==> src/rtl/regbank_wb_arbiter_pkg.sv <==
// Shared parameters and types for the register-bank writeback arbiter.
// Holds the datapath/address widths, bank sizes, requester indices and
// the writeback request payload. The optional scoreboard is enabled by
// defining WB_SCOREBOARD_EN; it is left undefined by default.
package regbank_wb_arbiter_pkg;

    localparam int unsigned WIDTH         = 32;
    localparam int unsigned REG_SEL       = 5;
    localparam int unsigned NUM_REGS      = 32;
    localparam int unsigned NUM_PRED_REGS = 8;
    localparam int unsigned PRED_REG_SEL  = 3;

    // Requester indices into the request array
    localparam int unsigned WB_REQ_ALU = 0;
    localparam int unsigned WB_REQ_LSU = 1;
    localparam int unsigned WB_NUM_REQ = 2;

    // Which requester wins the next contended cycle
    typedef enum logic {
        PRIO_ALU = 1'b0,
        PRIO_LSU = 1'b1
    } prio_e;

    // One writeback: bank select, destination and data
    typedef struct packed {
        logic               sel;
        logic [REG_SEL-1:0] addr;
        logic [WIDTH-1:0]   data;
    } wb_req_t;

endpackage

==> src/rtl/wb_scoreboard.sv <==
// Pending-write scoreboard for the register bank.
// One busy bit per scalar and per predicate register. A reservation sets
// the bit, the bank write clears it; set wins when both hit the same bit.
// Predicate registers are indexed by the low PRED_REG_SEL address bits.
// Ports:
//   clk, reset                      clock, synchronous active-high reset
//   set_valid/set_addr/set_sel      reservation from the issue stage
//   clr_valid/clr_addr/clr_sel      write currently presented to the bank
//   chk_addr_a/b, chk_sel_a/b       source operands to look up
//   busy_a/b                        combinational busy lookup (no bypass)
module wb_scoreboard
    import regbank_wb_arbiter_pkg::*;
(
    input  logic               clk,
    input  logic               reset,
    input  logic               set_valid,
    input  logic [REG_SEL-1:0] set_addr,
    input  logic               set_sel,
    input  logic               clr_valid,
    input  logic [REG_SEL-1:0] clr_addr,
    input  logic               clr_sel,
    input  logic [REG_SEL-1:0] chk_addr_a,
    input  logic               chk_sel_a,
    input  logic [REG_SEL-1:0] chk_addr_b,
    input  logic               chk_sel_b,
    output logic               busy_a,
    output logic               busy_b
);

    logic [NUM_REGS-1:0]      busy_s_q, busy_s_d;
    logic [NUM_PRED_REGS-1:0] busy_p_q, busy_p_d;

    // Clear first so a same-edge reservation overrides it
    always_comb begin
        busy_s_d = busy_s_q;
        busy_p_d = busy_p_q;
        if (clr_valid) begin
            if (clr_sel) busy_p_d[clr_addr[PRED_REG_SEL-1:0]] = 1'b0;
            else         busy_s_d[clr_addr]                   = 1'b0;
        end
        if (set_valid) begin
            if (set_sel) busy_p_d[set_addr[PRED_REG_SEL-1:0]] = 1'b1;
            else         busy_s_d[set_addr]                   = 1'b1;
        end
    end

    always_ff @(posedge clk) begin
        if (reset) begin
            busy_s_q <= '0;
            busy_p_q <= '0;
        end else begin
            busy_s_q <= busy_s_d;
            busy_p_q <= busy_p_d;
        end
    end

    assign busy_a = chk_sel_a ? busy_p_q[chk_addr_a[PRED_REG_SEL-1:0]] : busy_s_q[chk_addr_a];
    assign busy_b = chk_sel_b ? busy_p_q[chk_addr_b[PRED_REG_SEL-1:0]] : busy_s_q[chk_addr_b];

endmodule

==> src/rtl/regbank_wb_arbiter.sv <==
// Round-robin arbiter sharing the register bank write port between the ALU
// and the load/store unit, followed by one registered write stage.
// Optional pending-write scoreboard built when WB_SCOREBOARD_EN is defined;
// otherwise rsv_*/chk_* are ignored and busy_a/busy_b are tied low.
// Ports:
//   clk, reset                       clock, synchronous active-high reset
//   alu_*/lsu_*                      writeback requests (valid/ready handshake)
//   rf_write_enable, rf_addr_z,
//   rf_data_z, rf_z_regbank_sel      registered bank write port
//   rsv_valid/rsv_addr/rsv_sel       destination reservation from issue
//   chk_addr_a/b, chk_sel_a/b        source operands to check
//   busy_a, busy_b                   source has a pending write
module regbank_wb_arbiter
    import regbank_wb_arbiter_pkg::*;
(
    input  logic               clk,
    input  logic               reset,
    input  logic               alu_valid,
    output logic               alu_ready,
    input  logic [REG_SEL-1:0] alu_addr,
    input  logic               alu_sel,
    input  logic [WIDTH-1:0]   alu_data,
    input  logic               lsu_valid,
    output logic               lsu_ready,
    input  logic [REG_SEL-1:0] lsu_addr,
    input  logic               lsu_sel,
    input  logic [WIDTH-1:0]   lsu_data,
    output logic               rf_write_enable,
    output logic [REG_SEL-1:0] rf_addr_z,
    output logic [WIDTH-1:0]   rf_data_z,
    output logic               rf_z_regbank_sel,
    input  logic               rsv_valid,
    input  logic [REG_SEL-1:0] rsv_addr,
    input  logic               rsv_sel,
    input  logic [REG_SEL-1:0] chk_addr_a,
    input  logic               chk_sel_a,
    input  logic [REG_SEL-1:0] chk_addr_b,
    input  logic               chk_sel_b,
    output logic               busy_a,
    output logic               busy_b
);

    wb_req_t req [WB_NUM_REQ];
    logic    grant_alu, grant_lsu;
    prio_e   prio_q, prio_d;
    logic    we_q, we_d;
    wb_req_t wr_q, wr_d;

    assign req[WB_REQ_ALU] = '{sel: alu_sel, addr: alu_addr, data: alu_data};
    assign req[WB_REQ_LSU] = '{sel: lsu_sel, addr: lsu_addr, data: lsu_data};

    // Grant: sole requester wins, contention goes to prio; nothing in reset
    always_comb begin
        grant_alu = 1'b0;
        grant_lsu = 1'b0;
        if (!reset) begin
            grant_alu = alu_valid && (!lsu_valid || (prio_q == PRIO_ALU));
            grant_lsu = lsu_valid && (!alu_valid || (prio_q == PRIO_LSU));
        end
    end

    assign alu_ready = grant_alu;
    assign lsu_ready = grant_lsu;

    // Next prio and write stage; addr/data/sel hold when nothing is accepted
    always_comb begin
        prio_d = prio_q;
        we_d   = 1'b0;
        wr_d   = wr_q;
        if (grant_alu) begin
            prio_d = PRIO_LSU;
            we_d   = 1'b1;
            wr_d   = req[WB_REQ_ALU];
        end else if (grant_lsu) begin
            prio_d = PRIO_ALU;
            we_d   = 1'b1;
            wr_d   = req[WB_REQ_LSU];
        end
    end

    always_ff @(posedge clk) begin
        if (reset) begin
            prio_q <= PRIO_ALU;
            we_q   <= 1'b0;
            wr_q   <= '0;
        end else begin
            prio_q <= prio_d;
            we_q   <= we_d;
            wr_q   <= wr_d;
        end
    end

    assign rf_write_enable  = we_q;
    assign rf_addr_z        = wr_q.addr;
    assign rf_data_z        = wr_q.data;
    assign rf_z_regbank_sel = wr_q.sel;

`ifdef WB_SCOREBOARD_EN
    // The bank write presented this cycle clears its busy bit at the edge
    wb_scoreboard u_scoreboard (
        .clk        (clk),
        .reset      (reset),
        .set_valid  (rsv_valid),
        .set_addr   (rsv_addr),
        .set_sel    (rsv_sel),
        .clr_valid  (we_q),
        .clr_addr   (wr_q.addr),
        .clr_sel    (wr_q.sel),
        .chk_addr_a (chk_addr_a),
        .chk_sel_a  (chk_sel_a),
        .chk_addr_b (chk_addr_b),
        .chk_sel_b  (chk_sel_b),
        .busy_a     (busy_a),
        .busy_b     (busy_b)
    );
`else
    logic unused_scoreboard_inputs;
    assign unused_scoreboard_inputs = ^{rsv_valid, rsv_addr, rsv_sel,
                                        chk_addr_a, chk_sel_a, chk_addr_b, chk_sel_b};
    assign busy_a = 1'b0;
    assign busy_b = 1'b0;
`endif

endmodule

==> config.mk <==
export PLATFORM = sky130hd
export DESIGN_NAME = regbank_wb_arbiter
export DESIGN_NICKNAME = d
export VERILOG_FILES = /design/src/rtl/regbank_wb_arbiter_pkg.sv /design/src/rtl/wb_scoreboard.sv /design/src/rtl/regbank_wb_arbiter.sv
export SDC_FILE = /design/constraint.sdc
export NUM_CORES = 1
export LEC_CHECK = 0
export BUFFER_PORTS_ARGS = -buffer_cell sky130_fd_sc_hd__buf_4
export CAP_MARGIN = 0
export CORE_ASPECT_RATIO = 0.6
export CORE_UTILIZATION = 43
export CTS_CLUSTER_DIAMETER = 80
export DETAILED_ROUTE_END_ITERATION = 8
export GPL_ROUTABILITY_DRIVEN = 1
export HOLD_SLACK_MARGIN = 0.02
export PLACE_DENSITY_LB_ADDON = 0.12
export SYNTH_ARGS = -nofsm -noshare
export SYNTH_HDL_FRONTEND = slang
export SYNTH_SLANG_ARGS = --single-unit
==> constraint.sdc <==
create_clock -name clk -period 2.91 [get_ports clk]
set_input_delay 0.7275 -clock clk [delete_from_list [all_inputs] [get_ports clk]]
set_output_delay 0.7275 -clock clk [all_outputs]
set_load 0.01 [all_outputs]
**After elaboration in Yosys (flattened, before gate mapping)**

Cells that the tools add are included.

- Output and inout bits: 43
- Word-level logic and storage cells: 21
- Register bits after elaboration: 40

- Bitwise operators: 1
- Muxes and demuxes: 8
- Reductions and logical operators: 7

Operators by type and width:

| cell | number |
|---|---|
| 38-bit two-way mux | 2 |
| 1-bit two-way mux | 6 |
| 1-bit logical AND | 2 |
| 1-bit logical NOT | 2 |
| 1-bit logical OR | 2 |
| 2-bit nonzero test | 1 |
| 1-bit NOT | 1 |

**Depth between registers and ports, before layout**

- Word-level depth: 6
- Depth in mapped cells: 5
- Gate-level depth less buffers: 3

**Worst setup path after synthesis**

No wires, ideal clock.

- Kind: input-to-output
- Start: input port lsu_valid
- End: output port alu_ready
- Buffers on the path: 1
- Required time: 2.183 ns
- Setup slack: 0.799 ns
- Data arrival time: 1.383 ns
- Stages on the path: 3
- Cells stage by stage: a21oi_2 -> and2_4 -> clkbuf_1

- Word-level cells in the longest chain between the ends: 4

RTL lines:

| what | RTL line | text |
|---|---|---|
| start, declared | regbank_wb_arbiter.sv:23 | `input logic lsu_valid,` |
| 1-bit logical NOT | regbank_wb_arbiter.sv:57 | `grant_alu = alu_valid && (!lsu_valid \|\| (prio_q == PRIO_ALU));` |
| 1-bit logical OR | regbank_wb_arbiter.sv:57 |  |
| 1-bit logical AND | regbank_wb_arbiter.sv:57 |  |
| 1-bit two-way mux | regbank_wb_arbiter.sv:56 | `if (!reset) begin` |
| end, declared | regbank_wb_arbiter.sv:19 | `output logic alu_ready,` |

Every way passes these cells.

**Worst setup path in the final report**

- Start: input port reset
- End: output port alu_ready

- Word-level cells in the longest chain between the ends: 1

RTL lines:

| what | RTL line | text |
|---|---|---|
| start, declared | regbank_wb_arbiter.sv:17 | `input logic reset,` |
| 1-bit two-way mux | regbank_wb_arbiter.sv:56 |  |

Every way passes these cells.

==> impl_summary.md <==
Hold path
The path category of the worst min-delay check is reg -> reg. The depth of the worst hold-timing path is 1.

Clock network
The later pin in the worst-skew pair is clocked with a latency of 290 ps. In this run, post-CTS repair resized a total of 0 instances. After clock tree synthesis, the clock-pin slew on the worst setup and hold paths is roughly 70 ps. The number of clock buffers inserted by TritonCTS is 5. The H-tree generated during clock tree synthesis spans 2 levels. The CTS tree is yes. Counting along the longest clock path gives a buffer depth of 2. The number of hold buffers added after CTS is 0. Once the clock tree was built, the setup fixing pass inserted 0 buffers. The CTS root buffer is clkbuf_8. The sink count of the clock tree is 40.

Synth
Synthesis produced 189 cells. The share of synthesized registers carrying an async set or reset is 0%. dfxtp_1 takes more of the synthesized area than any other cell. The synthesized design contains 0 enable-type register cells.

The library cell with the highest instance count after synthesis is dfxtp_1. After synthesis, the mean cell area works out to about 10 µm². Yosys printed 0 warnings. The fraction of synthesized cell area taken by the top area cell type is 41.8%. The register area share after synthesis is between 40% and 50%. The area of the mapped netlist is 1910 µm². The most used flip-flop cell after synthesis is dfxtp_1. After synthesis, the netlist uses 19 different library cells. The number of storage elements in the synthesis netlist is 40. Sorting the synthesized cells by how often they occur yields dfxtp_1, a221o_1, inv_1. Ranked by total cell area, the synthesized netlist is headed by dfxtp_1, a221o_1, a2111oi_0.

Setup path
The arrival time at the worst endpoint is 1580 ps. The nature of the critical path endpoint is an output port. The worst reg-to-reg path cell count is 4. The worst setup path is launched from an input pin. The biggest fanout along the worst timing path is slightly above 40. STA puts the critical path data required time at around 2200 ps.

The startpoint-to-endpoint class of the critical path is in -> out.

Timing
The number of hold-slack violations in the final timing report is 0. The worst-case clock skew is 5.74 ps. The minimum clock period after layout is 2310 ps. Setup violations remaining at the end of the flow were counted as 0. In the finished design, the share of the clock period the worst path needs comes to 79.3%.

The final-report max-slew violation count came to 0. The tightest hold path in the finished design has a slack of 490 ps. Setup repair after global routing left no endpoint under its margin.

The slew at the pin closest to its max-slew limit is 981 ps. The worst pin sits at a relative slew slack of 34.2%. The setup slack of the critical path after layout is 601 ps. Summed over all failing endpoints, the final setup total negative slack is 0 ps. The maximum operating frequency is about 430 MHz.

Power and ir drop
Power spread over the standard cell area amounts to 467 nW/µm². Summed over all cells, the static leakage comes to 1.39 nW. The peak supply drop is 217 µV. The overall power is 1.36 mW.

Layout
0 antenna diodes ended up in the layout. After the last flow step, the layout net total stands at between 300 and 400. The proportion of layout cells with a drive suffix above 1 is 49.3%. The relative area change from synthesis to final layout is 52.2%.

Detailed routing
Once detail routing completed, the nets flagged for antenna violations numbered 0. After detailed routing, the average wire length per cell comes to 15.3 µm. Dividing the detail-routed via count by the number of cells gives 5.52. The number of remaining DRC errors is 0.

Before antenna repair, the detailed router went through 4 iterations. The wire length after detailed routing is about 5.5 mm. For this block, the initial DRC count from the detailed router was between 80 and 90. The total vias in the final route is ~2.0k.

Die
The full die area is 4730 µm². The number of cell rows is 18. The initial core utilization is 45.7%. From bottom edge to top edge, the die measures 53.7 µm. In this run the horizontal extent of the chip is 88.1 µm.

The I/O pin count is 142. The core box area is ~4200 µm².

Placed design
The count of buffers added on input and output ports is 120. Prior to clock tree synthesis, the placed netlist has a worst setup slack of 533 ps. At the end of routability-driven placement, the weighted congestion stood at ~0.7. Detailed placement finished with a half-perimeter wire length of 3.76 mm.

Global route
The total overflow left after global routing is 0. Entering global routing, the biggest net connects 42 pins. Global routing consumed, over all layers together, 22.7% of the routing resources. The number of global-route vias before repair is 1738. The first global-routing pass estimated 8.14 mm of wire.

The initial antenna violation count is 0.

Run status
The flow ran to the end, and the final reports show no timing, DRC or antenna violations.

Run
The tool flagged a number of max-cap violations equal to 0.
## path summary, 6_finish.rpt
path / from / endpoint / slack (ps)
worst min register to register: rf_data_z[20]$_SDFFE_PP0P_ / rf_data_z[20]$_SDFFE_PP0P_ / 490
worst max-delay path: reset / alu_ready / 600
worst max register to register: prio_q$_SDFFE_PP0P_ / rf_data_z[7]$_SDFFE_PP0P_ / 1420
worst min-delay path: rf_data_z[20]$_SDFFE_PP0P_ / rf_data_z[20]$_SDFFE_PP0P_ / 490
## per-layer routing
layer	routed length (µm)	vias to the layer above	GRT usage, %
met1	2470	928	29.2
met4	44	0	6.45
met2	2480	89	38.6
li1	-	954	-
met3	462	5	5.52
met5	0	-	0
## critical path, stage by stage
cell and delay, ps:
buf_4 90, buf_4 390, a21oi_4 50, and2_4 180, buf_4 140
## cells in the final DEF (no fill, tap or decap)
cell type	instances
dfxtp_1	40
nor2_1	1
nor3b_1	1
nor2b_1	1
a21oi_4	1
a221o_1	38
buf_4	127
nor3_2	1
o21a_1	1
a2111oi_2	9
a2111oi_0	28
a2111oi_1	1
clkbuf_8	7
nor2_2	1
and2_4	1
conb_1	2
inv_1	38
## area by class of cell
type / instances / area [µm²]
Sequential cell: 40 / 801
Inverter: 38 / 143
Clock buffer: 7 / 96.3
Fill cell: 339 / 1280
Timing Repair Buffer: 127 / 953
Multi-Input combinational cell: 86 / 845
Tap cell: 60 / 75.1
## cells by family (layout without fill, tap and decap cells)
group | Yosys count | in the layout | synth area share [%]
other | 1 | 2 | 0.196
DFF | 40 | 40 | 41.8
AOI/OAI and AO/OA | 78 | 78 | 41.1
and+or+nand+nor | 6 | 6 | 1.83
buffers and inverters | 64 | 172 | 15.0
## flip-flops by register name, summed over array words and instances, names as in the netlist
name              flops
rf_data_z            32
rf_addr_z             5
prio_q                1
rf_write_enable       1
rf_z_regbank_sel      1
## metrics by stage
stage | instances | util [%] | area, µm²
3_5_place_dp | 351 | 67.2 | 2820
6_report | 358 | 69.5 | 2910
5_1_grt | 358 | 69.5 | 2910
3_3_place_gp | 351 | 67.2 | 2820
2_1_floorplan | 190 | - | 1920
4_1_cts | 358 | 69.5 | 2910
## power breakdown
| part | leakage (nW) | internal (mW) | switching (mW) |
|---|---|---|---|
| sequential | 0.334 | 0.600 | 0.0300 |
| clock | 0.0503 | 0.211 | 0.184 |
| combinational | 1.01 | 0.190 | 0.145 |
| total | 1.39 | 1.00 | 0.360 |
Power figures use the tool's default switching activity.
